$ cat src/rtl/mux_scan_pkg.sv
// mux_scan_pkg: shared mode encodings, default sizes and the select-width helper
// for the mux_scan registered multiplexer.
package mux_scan_pkg;

  typedef enum logic {
    MODE_MANUAL = 1'b0,
    MODE_SCAN   = 1'b1
  } mode_e;

  localparam int DEF_N_CH    = 6;
  localparam int DEF_W       = 4;
  localparam int DEF_DWELL_W = 8;

  // Smallest index width able to address n_ch channels (at least 1 bit).
  function automatic int min_sel_w(input int n_ch);
    int w;
    w = 1;
    while ((1 << w) < n_ch) w++;
    return w;
  endfunction

endpackage

$ cat src/rtl/mux_scan_seq.sv
// mux_scan_seq: dwell counter and channel-index sequencer for mux_scan.
// Presents the index to display this cycle and a wrap flag aligned with it.
// Optional channel skipping is compiled in with the MUX_SCAN_SKIP_EN macro.
module mux_scan_seq
  import mux_scan_pkg::*;
#(
  parameter int N_CH    = DEF_N_CH,
  parameter int SEL_W   = min_sel_w(DEF_N_CH),
  parameter int DWELL_W = DEF_DWELL_W
) (
  input  logic               i_clk,
  input  logic               i_rst_n,
  input  logic               i_mode,
  input  logic               i_hold,
  input  logic [DWELL_W-1:0] i_dwell,
`ifdef MUX_SCAN_SKIP_EN
  input  logic [N_CH-1:0]    i_ch_mask,
`endif
  output logic [SEL_W-1:0]   o_idx,
  output logic               o_wrap
);

  localparam logic [SEL_W-1:0] LAST_IDX = SEL_W'(N_CH - 1);

  mode_e              mode_q, mode_d;
  logic [SEL_W-1:0]   idx_q, idx_d;
  logic [DWELL_W-1:0] cnt_q, cnt_d;
  logic               wrap_q, wrap_d;

  logic               entry;
  logic [SEL_W-1:0]   cur_idx;
  logic [DWELL_W-1:0] cur_cnt;
  logic [SEL_W-1:0]   nxt_idx;
  logic               nxt_wrap;

  // A rising mode (against the stored mode) restarts the scan from channel 0.
  always_comb begin
    entry   = (i_mode == MODE_SCAN) && (mode_q == MODE_MANUAL);
    cur_idx = entry ? '0 : idx_q;
    cur_cnt = entry ? '0 : cnt_q;
  end

`ifdef MUX_SCAN_SKIP_EN
  int   cand;
  logic found;

  // Next enabled channel after cur_idx (circular); stays put when none is enabled.
  always_comb begin
    nxt_idx  = cur_idx;
    nxt_wrap = 1'b0;
    found    = 1'b0;
    cand     = 0;
    for (int k = 1; k <= N_CH; k++) begin
      cand = int'(cur_idx) + k;
      if (cand >= N_CH) cand = cand - N_CH;
      if (!found && |(i_ch_mask & (N_CH'(1) << cand))) begin
        found    = 1'b1;
        nxt_idx  = SEL_W'(cand);
        nxt_wrap = (cand <= int'(cur_idx));
      end
    end
  end
`else
  // Plain round-robin advance over all channels.
  always_comb begin
    nxt_wrap = (cur_idx == LAST_IDX);
    nxt_idx  = nxt_wrap ? '0 : cur_idx + SEL_W'(1);
  end
`endif

  // Dwell/index update: equality with the live dwell value is the only advance point.
  always_comb begin
    mode_d = mode_e'(i_mode);
    idx_d  = cur_idx;
    cnt_d  = cur_cnt;
    wrap_d = 1'b0;
    if (i_mode == MODE_MANUAL) begin
      idx_d = '0;
      cnt_d = '0;
    end else if (!i_hold) begin
      if (cur_cnt == i_dwell) begin
        cnt_d  = '0;
        idx_d  = nxt_idx;
        wrap_d = nxt_wrap;
      end else begin
        cnt_d = cur_cnt + DWELL_W'(1);
      end
    end
  end

  // Sequencer state registers.
  always_ff @(posedge i_clk or negedge i_rst_n) begin
    if (!i_rst_n) begin
      mode_q <= MODE_MANUAL;
      idx_q  <= '0;
      cnt_q  <= '0;
      wrap_q <= 1'b0;
    end else begin
      mode_q <= mode_d;
      idx_q  <= idx_d;
      cnt_q  <= cnt_d;
      wrap_q <= wrap_d;
    end
  end

  assign o_idx  = cur_idx;
  assign o_wrap = wrap_q && !entry;

endmodule

$ cat src/rtl/mux_scan.sv
// mux_scan: N-channel registered multiplexer with manual select or self-scan.
// Optional channel-skip mask (i_ch_mask) is enabled by defining MUX_SCAN_SKIP_EN.
module mux_scan
  import mux_scan_pkg::*;
#(
  parameter int N_CH    = DEF_N_CH,
  parameter int W       = DEF_W,
  parameter int SEL_W   = min_sel_w(DEF_N_CH),
  parameter int DWELL_W = DEF_DWELL_W
) (
  input  logic                i_clk,
  input  logic                i_rst_n,
  input  logic [N_CH*W-1:0]   i_data,
  input  logic                i_mode,
  input  logic [SEL_W-1:0]    i_sel,
  input  logic [DWELL_W-1:0]  i_dwell,
  input  logic                i_hold,
`ifdef MUX_SCAN_SKIP_EN
  input  logic [N_CH-1:0]     i_ch_mask,
`endif
  output logic [W-1:0]        o_data,
  output logic [SEL_W-1:0]    o_ch,
  output logic                o_valid,
  output logic                o_wrap
);

  localparam logic [SEL_W:0] NCH_EXT = (SEL_W + 1)'(N_CH);

  logic [W-1:0]     ch [N_CH];
  logic [SEL_W-1:0] seq_idx;
  logic             seq_wrap;
  logic [SEL_W-1:0] sel;
  logic             legal;

  logic [W-1:0]     data_q, data_d;
  logic [SEL_W-1:0] ch_q, ch_d;
  logic             valid_q, valid_d;
  logic             wrap_q, wrap_d;

  generate
    for (genvar gi = 0; gi < N_CH; gi++) begin : g_ch
      assign ch[gi] = i_data[gi*W +: W];
    end
  endgenerate

  mux_scan_seq #(
    .N_CH    (N_CH),
    .SEL_W   (SEL_W),
    .DWELL_W (DWELL_W)
  ) u_seq (
    .i_clk     (i_clk),
    .i_rst_n   (i_rst_n),
    .i_mode    (i_mode),
    .i_hold    (i_hold),
    .i_dwell   (i_dwell),
`ifdef MUX_SCAN_SKIP_EN
    .i_ch_mask (i_ch_mask),
`endif
    .o_idx     (seq_idx),
    .o_wrap    (seq_wrap)
  );

  // Pick the channel for this edge and decide whether it is a legal one.
  always_comb begin
    sel   = (i_mode == MODE_SCAN) ? seq_idx : i_sel;
    legal = ({1'b0, sel} < NCH_EXT);
`ifdef MUX_SCAN_SKIP_EN
    legal = legal && |(i_ch_mask & (N_CH'(1) << sel));
`endif
    data_d  = legal ? ch[sel] : '0;
    ch_d    = sel;
    valid_d = legal;
    wrap_d  = (i_mode == MODE_SCAN) && seq_wrap;
  end

  // Output registers: one cycle from inputs to outputs.
  always_ff @(posedge i_clk or negedge i_rst_n) begin
    if (!i_rst_n) begin
      data_q  <= '0;
      ch_q    <= '0;
      valid_q <= 1'b0;
      wrap_q  <= 1'b0;
    end else begin
      data_q  <= data_d;
      ch_q    <= ch_d;
      valid_q <= valid_d;
      wrap_q  <= wrap_d;
    end
  end

  assign o_data  = data_q;
  assign o_ch    = ch_q;
  assign o_valid = valid_q;
  assign o_wrap  = wrap_q;

endmodule

$ cat config.mk
export PLATFORM = sky130hd
export DESIGN_NAME = mux_scan
export DESIGN_NICKNAME = d
export VERILOG_FILES = /design/src/rtl/mux_scan_pkg.sv /design/src/rtl/mux_scan_seq.sv /design/src/rtl/mux_scan.sv
export SDC_FILE = /design/constraint.sdc
export NUM_CORES = 1
export LEC_CHECK = 0
export CAP_MARGIN = 20
export CELL_PAD_IN_SITES_DETAIL_PLACEMENT = 0
export CELL_PAD_IN_SITES_GLOBAL_PLACEMENT = 1
export CORE_MARGIN = 5
export CORE_UTILIZATION = 34
export DETAILED_ROUTE_END_ITERATION = 10
export PLACE_DENSITY = 0.85
export SYNTH_ARGS = -nofsm -noshare
export SYNTH_HDL_FRONTEND = slang
export SYNTH_HIERARCHICAL = 1
export SYNTH_SLANG_ARGS = --single-unit
$ cat constraint.sdc
create_clock -name i_clk -period 2.3 [get_ports i_clk]
set_input_delay 0.23 -clock i_clk [delete_from_list [all_inputs] [get_ports i_clk]]
set_output_delay 0.23 -clock i_clk [all_outputs]
set_load 0.05 [all_outputs]
; ---- Word-level counts from Yosys, hierarchy flattened
; Cells that the tools add are included.
[totals]
register_bits = 22
input_bits = 39
out_inout_bits = 9
word_cells = 37
[op_classes]
n_addsub = 2
n_lt_le_gt_ge = 2
eq_ne = 2
muxes = 17
bitwise = 2
reduce_logical = 4
[ops]
columns = op, count
row1 = 8-bit two-way mux, 4
row2 = 3-bit two-way mux, 6
row3 = 4-bit binary-select mux with 3-bit select, 1
row4 = 4-bit two-way mux, 3
row5 = 8-bit by 1-bit adder with 8-bit output (second input constant), 1
row6 = 8-bit == test, 1
row7 = 4-bit >= comparator (second input constant), 1
row8 = 3-bit inverter with 4-bit output, 1
row9 = 3-bit by 1-bit adder with 3-bit output (second input constant), 1
row10 = 3-bit == test (second input constant), 1
row11 = 1-bit logical AND, 3
row12 = 3-bit less-than comparator (second input constant), 1
row13 = 1-bit two-way mux, 3
row14 = 1-bit zero test, 1
row15 = 1-bit inverter, 1

; ---- Longest topological paths before layout
; Gate-level depths: netlist of run 1.
[depth]
depth_word = 9
mapped_depth = 8
depth_no_buf = 6

; ---- Hierarchy
; The synthesis of run 1 kept the hierarchy.
[modules_own_cells]
columns = module, instances, cells_each, area_each_um2, seq_area_each_um2
row1 = mux_scan_seq, 1, 89, 888.4, 325.3
row2 = mux_scan, 1, 29, 457.9, 225.2

; ---- Worst setup path after synthesis of run 1
; No wires, ideal clock.
[synth_timing]
path_kind = register -> register
startpoint = register u_seq.mode_q
endpoint = register data_q[2] (netlist: o_data[2])
setup_time_ps = 123
arrival_time_ps = 1898
required_ps = 2177
setup_slack_ps = 279
path_stages_with_launch = 9
n_path_buf = 3
period_less_slack_ps = 2021
path_cell_list = dfrtp_1 nand2b_1 buf_6 buf_2 and2_1 mux2_4 buf_6 mux4_2 o2bb2ai_1
[synth_via]
elab_chain_cells = 9
elab_cells_between_ends = 10
cone_classes = order compare: 1 / mux: 6 / bitwise: 2 / reduce/logical: 1
[synth_rtl]
columns = element, line
row1 = "start, declared", mux_scan_seq.sv:25  ; mode_e mode_q, mode_d;
row2 = "start signal, assigned", mux_scan_seq.sv:99  ; mode_q <= mode_d;
row3 = 1-bit inverter (*), mux_scan_seq.sv:38  ; entry = (i_mode == MODE_SCAN) && (mode_q == MODE_MANUAL);
row4 = 1-bit logical AND (*), mux_scan_seq.sv:38
row5 = 3-bit two-way mux (*), mux_scan_seq.sv:39  ; cur_idx = entry ? '0 : idx_q;
row6 = net seq_idx[0], mux_scan.sv:30  ; logic [SEL_W-1:0] seq_idx;
row7 = 3-bit two-way mux (*), mux_scan.sv:65  ; sel = (i_mode == MODE_SCAN) ? seq_idx : i_sel;
row8 = net ch_d[0], mux_scan.sv:36  ; logic [SEL_W-1:0] ch_q, ch_d;
row9 = 3-bit inverter with 4-bit output (not written as such), mux_scan.sv:70  ; data_d = legal ? ch[sel] : '0;
row10 = 4-bit binary-select mux with 3-bit select, mux_scan.sv:70
row11 = 4-bit two-way mux (not written as such) (2 in a row), mux_scan.sv:70
row12 = 4-bit two-way mux (*), mux_scan.sv:70
row13 = net data_d[2], mux_scan.sv:35  ; logic [W-1:0] data_q, data_d;
row14 = "end signal, assigned", mux_scan.sv:84  ; data_q <= data_d;
row15 = "end, declared", mux_scan.sv:35
; Mark *: on every way through the listed nets, which the timed path passes. The rest lies on a longest branch. The select of a mux whose other input is x is not followed.

; ---- Final worst setup path of run 1
[layout_timing]
startpoint = register u_seq.mode_q
endpoint = register u_seq.cnt_q[4]
[layout_via]
elab_chain_cells = 7
elab_cells_between_ends = 8
cone_classes = add/sub: 1 / eq/ne: 1 / mux: 4 / bitwise: 1 / reduce/logical: 1
[layout_rtl]
columns = element, line
row1 = 1-bit inverter (*), mux_scan_seq.sv:38
row2 = 1-bit logical AND (*), mux_scan_seq.sv:38
row3 = 8-bit two-way mux (*), mux_scan_seq.sv:40  ; cur_cnt = entry ? '0 : cnt_q;
row4 = 8-bit by 1-bit adder with 8-bit output or 8-bit == test (tied branches), "mux_scan_seq.sv:86, mux_scan_seq.sv:81"
row5 = 8-bit two-way mux, mux_scan_seq.sv:81  ; if (cur_cnt == i_dwell) begin
row6 = 8-bit two-way mux (*), mux_scan_seq.sv:80  ; end else if (!i_hold) begin
row7 = 8-bit two-way mux (*), mux_scan_seq.sv:77  ; if (i_mode == MODE_MANUAL) begin
row8 = net u_seq.cnt_d[4], mux_scan_seq.sv:27  ; logic [DWELL_W-1:0] cnt_q, cnt_d;
row9 = "end signal, assigned", mux_scan_seq.sv:101  ; cnt_q <= cnt_d;
row10 = "end, declared", mux_scan_seq.sv:27
; Mark *: on every way through the listed nets, which the timed path passes. The rest lies on a longest branch.

==> results of run 1 <==
[metal layers]
metal / track usage / routed length [um] / vias up
met3: 0.0358 / 287 / 2
met4: 0.0512 / 25 / 0
met2: 0.209 / 1500 / 43
met1: 0.151 / 1240 / 526
li1: - / - / 537
met5: 0 / 0 / -
[state kept, by name, summed over array words and instances, names as in the netlist]
name          count
u_seq/idx_q       3
o_wrap            1
o_ch              3
o_data            4
u_seq/mode_q      1
o_valid           1
u_seq/wrap_q      1
u_seq/cnt_q       8
[kinds of logic after synthesis]
group           after synthesis
simple gates                 52
flops                        22
xor+xnor                     10
mux                          14
buf+inv                       4
compound gates               16
[where the power goes]
group          internal (mW)  switching, mW  leakage (nW)
clock network          0.152          0.122        0.0288
logic                  0.120          0.108         0.452
registers              0.400        0.00760         0.288
total                  0.673          0.238         0.769
[how the worst max path moves through the flow]
stage / startpoint / to / slack (ns) / cells after the start
2_1_floorplan: u_seq/mode_q / o_data[2] / 0.28 / 8
3_5_place_dp: i_mode / u_seq/cnt_q[4] / 0.04 / 7
4_1_cts: u_seq/mode_q / u_seq/cnt_q[4] / 0.27 / 6
3_3_place_gp: i_mode / u_seq/cnt_q[7] / 0.14 / 7
6_report: u_seq/mode_q / u_seq/cnt_q[4] / 0.29 / 6
5_1_grt: u_seq/mode_q / u_seq/cnt_q[7] / 0.16 / 6
[worst max-delay path: stages (launching register included)]
cell	delay (ns)
dfrtp_1	0.40
nand2b_1	0.20
buf_4	0.18
o21a_1	0.11
o311a_4	0.35
o41ai_4	0.52
nor2_1	0.10
[cell type report]
cell class / instances / area, sq um / share of cell area
Inverter: 1 / 3.75 / 0.00193
Tap cell: 48 / 60.1 / 0.0309
Timing Repair Buffer: 52 / 508 / 0.262
Clock buffer: 4 / 55.1 / 0.0284
Sequential cell: 22 / 551 / 0.284
Multi-Input combinational cell: 92 / 764 / 0.394
[stage by stage]
stage | total power, mW | std cells
after floorplan | 0.528 | 118
after global placement | 0.642 | 215
after detailed placement | 0.647 | 215
after CTS | 0.918 | 219
after global routing | 0.945 | 219
final | 0.911 | 219
[Yosys cell counts (all sizes together)]
master    n
o2bb2ai   4
mux4      4
nand2     8
nand3     1
and4b     1
o21a      3
xor2      3
o311a     3
o41ai     1
a21oi     1
xnor2     7
nand4     8
nand4b    1
and2      6
nor2b     4
nor2     14
a21bo     2
o21ai     2
dfrtp    22
nand2b    2
nor4      2
mux2i     8
clkinv    1
buf       3
mux2      2
or2b      1
and3      3
nand3b    1
==> summary.md, run 1 <==
| Metric | Value |
|---|---|
| Seq cells post-synth | `22` |
| Layout cell share with drive strength beyond 1 | `0.129` |
| Resized Gates After CTS | `0` |
| Dpl hpwl | `2510 um` |
| Initial drt markers | `29` |
| Area share of xor/xnor cells in the synthesized design | `0.0651` |
| Total GRT Usage | `0.125` |
| Root buf cell | `clkbuf_8` |
| R2R Setup Slk | `0.29 ns` |
| Placed Area | `1890 sq um` |
| Die W | `72.9 um` |
| CP Data Arrival Time | `2.14 ns` |
| I/O Buffers | `between 40 and 50` |
| Synth Area in Adders | `0` |
| Synth Warn # | `6` |
| Via count | `1108` |
| Drt pass-1 iters | `4` |
| R2R Path Start | `u_seq/mode_q` |
| Final Critical Period | `2.01 ns` |
| Final hold slack | `0.318 ns` |
| Commonest non-fill, non-tap cell in the layout | `clkdlybuf4s50_1` |
| Fin nets | `211` |
| Clock Skews | `roughly 0.0041 ns` |
| Core ar. | `3740 sq um` |
| Fin area | `1940 sq um` |
| Share of the synthesized area in the top cell type | `0.409` |
| CP max FO | `8` |
| GPL Wtd Cong | `0.756` |
| Simple-Gate Fraction of Synth Area | `0.229` |
| Worst-margin pin slew | `0.516 ns` |
| Worst setup path class | `reg -> reg` |
| Final Cycle Share | `0.873` |
| Rows | `22` |
| Worst slack, placed | `0.0414 ns` |
| Main combinational cell family by area after synthesis | `simple AND/OR/NAND/NOR gates` |
| Reg-to-Reg End | `u_seq/cnt_q[4]` |
| Post-synthesis compound-gate area fraction | `0.128` |
| Crit path required time | `2.43 ns` |
| Number of fill cells | `about 350` |
| Sequential-to-total area share from yosys stat | `0.409` |
| Number of post-CTS setup repair buffers | `0` |
| IO Pins | `48` |
| Final Hold Vio Count | `0` |
| Max VDD drop | `0.250 mV` |
| LEAKAGE | `around 0.77 nW` |
| Multiplexer area fraction after synthesis | `0.146` |
| Max Root-Sink Buffers | `2` |
| Max Clock Freq | `0.498 GHz` |
| Most frequent cells in the layout | `clkdlybuf4s50_1, dfrtp_1, nor2_1` |
| Die span in y | `~73 um` |
| Total Die Area | `5320 sq um` |
| Final worst setup slack | `roughly 0.3 ns` |
| Drt via density | `5.06` |
| Starting Density | `0.360` |
| Final Slew Violations | `0` |
| Endpoint class of the critical path | `flop` |
| Number of remaining DRC errors | `0` |
| Routed wire per std cell | `13.9 um` |
| Status | `finished clean` |
| Post-layout util | `0.519` |
| Area leader, netlist | `dfrtp_1` |
| Skew-Pair Late Insertion Delay | `0.26 ns` |
| Ranking of synthesized cells by area | `dfrtp_1, mux4_2, mux2i_1` |
| CTS tree | `yes` |
| Post-CTS Hold Buffers | `0` |
| Rel. slew slack | `0.655` |
| HP Class | `in -> async` |
| Max_cap viols | `0` |
| First-pass GRT wire length | `5350 um` |
| GRT overflow | `0` |
| H-tree levels | `1` |
| Pwr Density | `469 nW/um^2` |
| Worst r2r path cells | `6` |
| Crit start category | `flop` |
| Antenna diodes | `0` |
| P&R area growth vs syn | `44.2%` |
| Vias in the first global route | `1229` |
| Post-Syn Area | `1350 sq um` |
| Antenna Nets Post-Route | `0` |
| Sink Count | `22` |
| Detailed Route WL | `3060 um` |
| Pin count of the biggest net entering global routing | `23` |
| Clock slew at reported path FFs | `0.08 ns` |
| CTS buffer count | `3` |
| Avg Synthesized Cell Area | `11.4 sq um` |
| RSZ-0062 raised after global routing | `false` |
| Synth Net Count | `157` |
| Final setup TNS | `0 ns` |
| Final setup viols | `0` |
| Mapped Cells | `118` |
| Initial antenna violation count | `0` |
| Yosys cell types | `31` |
(Power assumes the default switching activity.)
==> run 2: changes to the inputs <==
--- a/config.mk
+++ b/config.mk
@@ -10,2 +10,3 @@
 export CELL_PAD_IN_SITES_GLOBAL_PLACEMENT = 1
+export CORE_ASPECT_RATIO = 0.7
 export CORE_MARGIN = 5
--- a/constraint.sdc
+++ b/constraint.sdc
@@ -3,2 +3,2 @@
 set_output_delay 0.23 -clock i_clk [all_outputs]
-set_load 0.05 [all_outputs]
+set_load 0.02 [all_outputs]
==> summary.md, run 2 (synthesis results as in run 1) <==
| Metric | Value |
|---|---|
| Final Cycle Share | `0.864 (-0.00867)` |
| P&R area growth vs syn | `47.4%` |
| Start point of the critical path | `u_seq/mode_q` |
| Final hold slack | `0.317 ns (-0.00135 ns)` |
| Worst setup path class | `reg -> reg` |
| Starting Density | `0.347 (-0.0122)` |
| Routed wire per std cell | `15.0 um (+7.5%)` |
| Via count | `1111 (+0.27%)` |
| Antenna diodes | `0 (unchanged)` |
| Most frequent cells in the layout | `clkdlybuf4s50_1, dfrtp_1, nor2_1` |
| Max VDD drop | `0.273 mV (+9.2%)` |
| Crit path required time | `2.46 ns (+0.03 ns)` |
| Final setup TNS | `0 ns (unchanged)` |
| RSZ-0062 raised after global routing | `false` |
| HP Class | `in -> async` |
| Drt pass-1 iters | `4 (unchanged)` |
| Max Clock Freq | `0.503 GHz (+1.0%)` |
| Max_cap viols | `0 (unchanged)` |
| CP max FO | `8 (unchanged)` |
| Number of post-CTS setup repair buffers | `0 (unchanged)` |
| H-tree levels | `1 (unchanged)` |
| First-pass GRT wire length | `5750 um (+7.5%)` |
| Max Root-Sink Buffers | `2 (unchanged)` |
| Status | `finished clean` |
| Worst r2r path cells | `6 (unchanged)` |
| CTS buffer count | `3 (unchanged)` |
| R2R Path Start | `u_seq/mode_q` |
| Fin nets | `216 (+2.4%)` |
| Antenna Nets Post-Route | `0 (unchanged)` |
| Detailed Route WL | `3420 um (+12%)` |
| CP Data Arrival Time | `2.15 ns (about the same)` |
| Sink Count | `22 (unchanged)` |
| Die W | `85.2 um (+17%)` |
| Power after layout | `0.895 mW (-1.8%)` |
| Top reg by flops | `u_seq/cnt_q` |
| Endpoint class of the critical path | `flop` |
| Pwr Density | `451 nW/um^2 (-3.9%)` |
| Initial antenna violation count | `0 (unchanged)` |
| I/O Buffers | `47 (unchanged)` |
| Initial drt markers | `53 (+83%)` |
| Final Hold Vio Count | `0 (unchanged)` |
| Total Die Area | `5340 sq um (+0.37%)` |
| Clock slew at reported path FFs | `0.08 ns (about the same)` |
| Final Slew Violations | `0 (unchanged)` |
| LEAKAGE | `0.792 nW (+3.0%)` |
| Resized Gates After CTS | `0 (unchanged)` |
| Rows | `19 (-14%)` |
| Commonest non-fill, non-tap cell in the layout | `clkdlybuf4s50_1` |
| Die span in y | `62.6 um (-14%)` |
| GPL Wtd Cong | `0.772 (+2.2%)` |
| Reg-to-Reg End | `u_seq/cnt_q[7]` |
| Total GRT Usage | `0.135 (+0.00965)` |
| Number of remaining DRC errors | `0 (unchanged)` |
| Largest register FFs | `8 (unchanged)` |
| Post-layout util | `0.512 (-0.00661)` |
| Drt via density | `4.87 (-3.7%)` |
| Worst-margin pin slew | `0.352 ns (-0.164 ns)` |
| Final setup viols | `0 (unchanged)` |
| CP Capture Point | `u_seq/cnt_q[7]` |
| Post-CTS Hold Buffers | `0 (unchanged)` |
| Crit start category | `flop` |
| Final Critical Period | `1.99 ns (-0.0199 ns)` |
| Vias in the first global route | `1182 (-3.8%)` |
| Clock Skews | `0.00460 ns (+0.000498 ns)` |
| CTS tree | `yes` |
| Core ar. | `3870 sq um (+3.5%)` |
| Skew-Pair Late Insertion Delay | `0.26 ns (about the same)` |
| IO Pins | `48 (unchanged)` |
| Layout cell share with drive strength beyond 1 | `0.153 (+0.0248)` |
| Rel. slew slack | `0.765 (+0.110)` |
| Dpl hpwl | `2790 um (+11%)` |
| GRT overflow | `0 (unchanged)` |
| Pin count of the biggest net entering global routing | `23 (unchanged)` |
| Root buf cell | `clkbuf_8` |
| R2R Setup Slk | `0.31 ns (+0.02 ns)` |
-- run 2: cell count changes in the layout (fill, tap and decap cells not counted) --
cell   change
buf_4      +5
-- run 2: through the flow --
step / instances / setup slack (ns) / instance area (sq um)
2_1_floorplan: 118 / 0.279 / 1350
3_3_place_gp: 224 / 0.142 / 1930
3_5_place_dp: 224 / 0.0664 / 1930
4_1_cts: 228 / 0.315 / 1980
5_1_grt: 228 / 0.189 / 1980
6_report: 228 / 0.313 / 1980
-- run 2: layout make-up --
class                           count  area (sq um)
Clock buffer                        4          55.1
Inverter                            1          3.75
Fill cell                         341          1890
Timing Repair Buffer               57           546
Multi-Input combinational cell     92           764
Sequential cell                    22           551
Tap cell                           52          65.1
-- run 2: worst min-delay path by stage --
stage / from / to / slack (ns)
floorplan: i_rst_n / o_ch[0] / -0.07
global placement: u_seq/cnt_q[7] / u_seq/cnt_q[7] / 0.55
detailed placement: u_seq/wrap_q / o_wrap / 0.55
CTS: i_rst_n / o_ch[0] / 0.32
global route: i_rst_n / o_ch[0] / 0.34
finish: i_rst_n / o_ch[0] / 0.32
-- run 2: metal layers --
layer | track usage | part of all wire
met1 | 0.183 | 0.47
met2 | 0.213 | 0.48
met3 | 0.0395 | 0.043
met4 | 0.0296 | 0.0050
met5 | 0 | 0
-- run 2: power breakdown --
part | leakage [nW] | switching [mW] | total [mW] | internal [mW]
combinational | 0.475 | 0.0866 | 0.212 | 0.126
clock | 0.0288 | 0.123 | 0.276 | 0.153
sequential | 0.288 | 0.00678 | 0.407 | 0.400
-- run 2: worst max-delay path, stage by stage, from the launching register on --
cell and delay [ns]:
dfrtp_1 0.40, nand2b_1 0.30, o21a_1 0.20, o311a_4 0.36, o41ai_4 0.37, buf_4 0.21, nor2_1 0.05
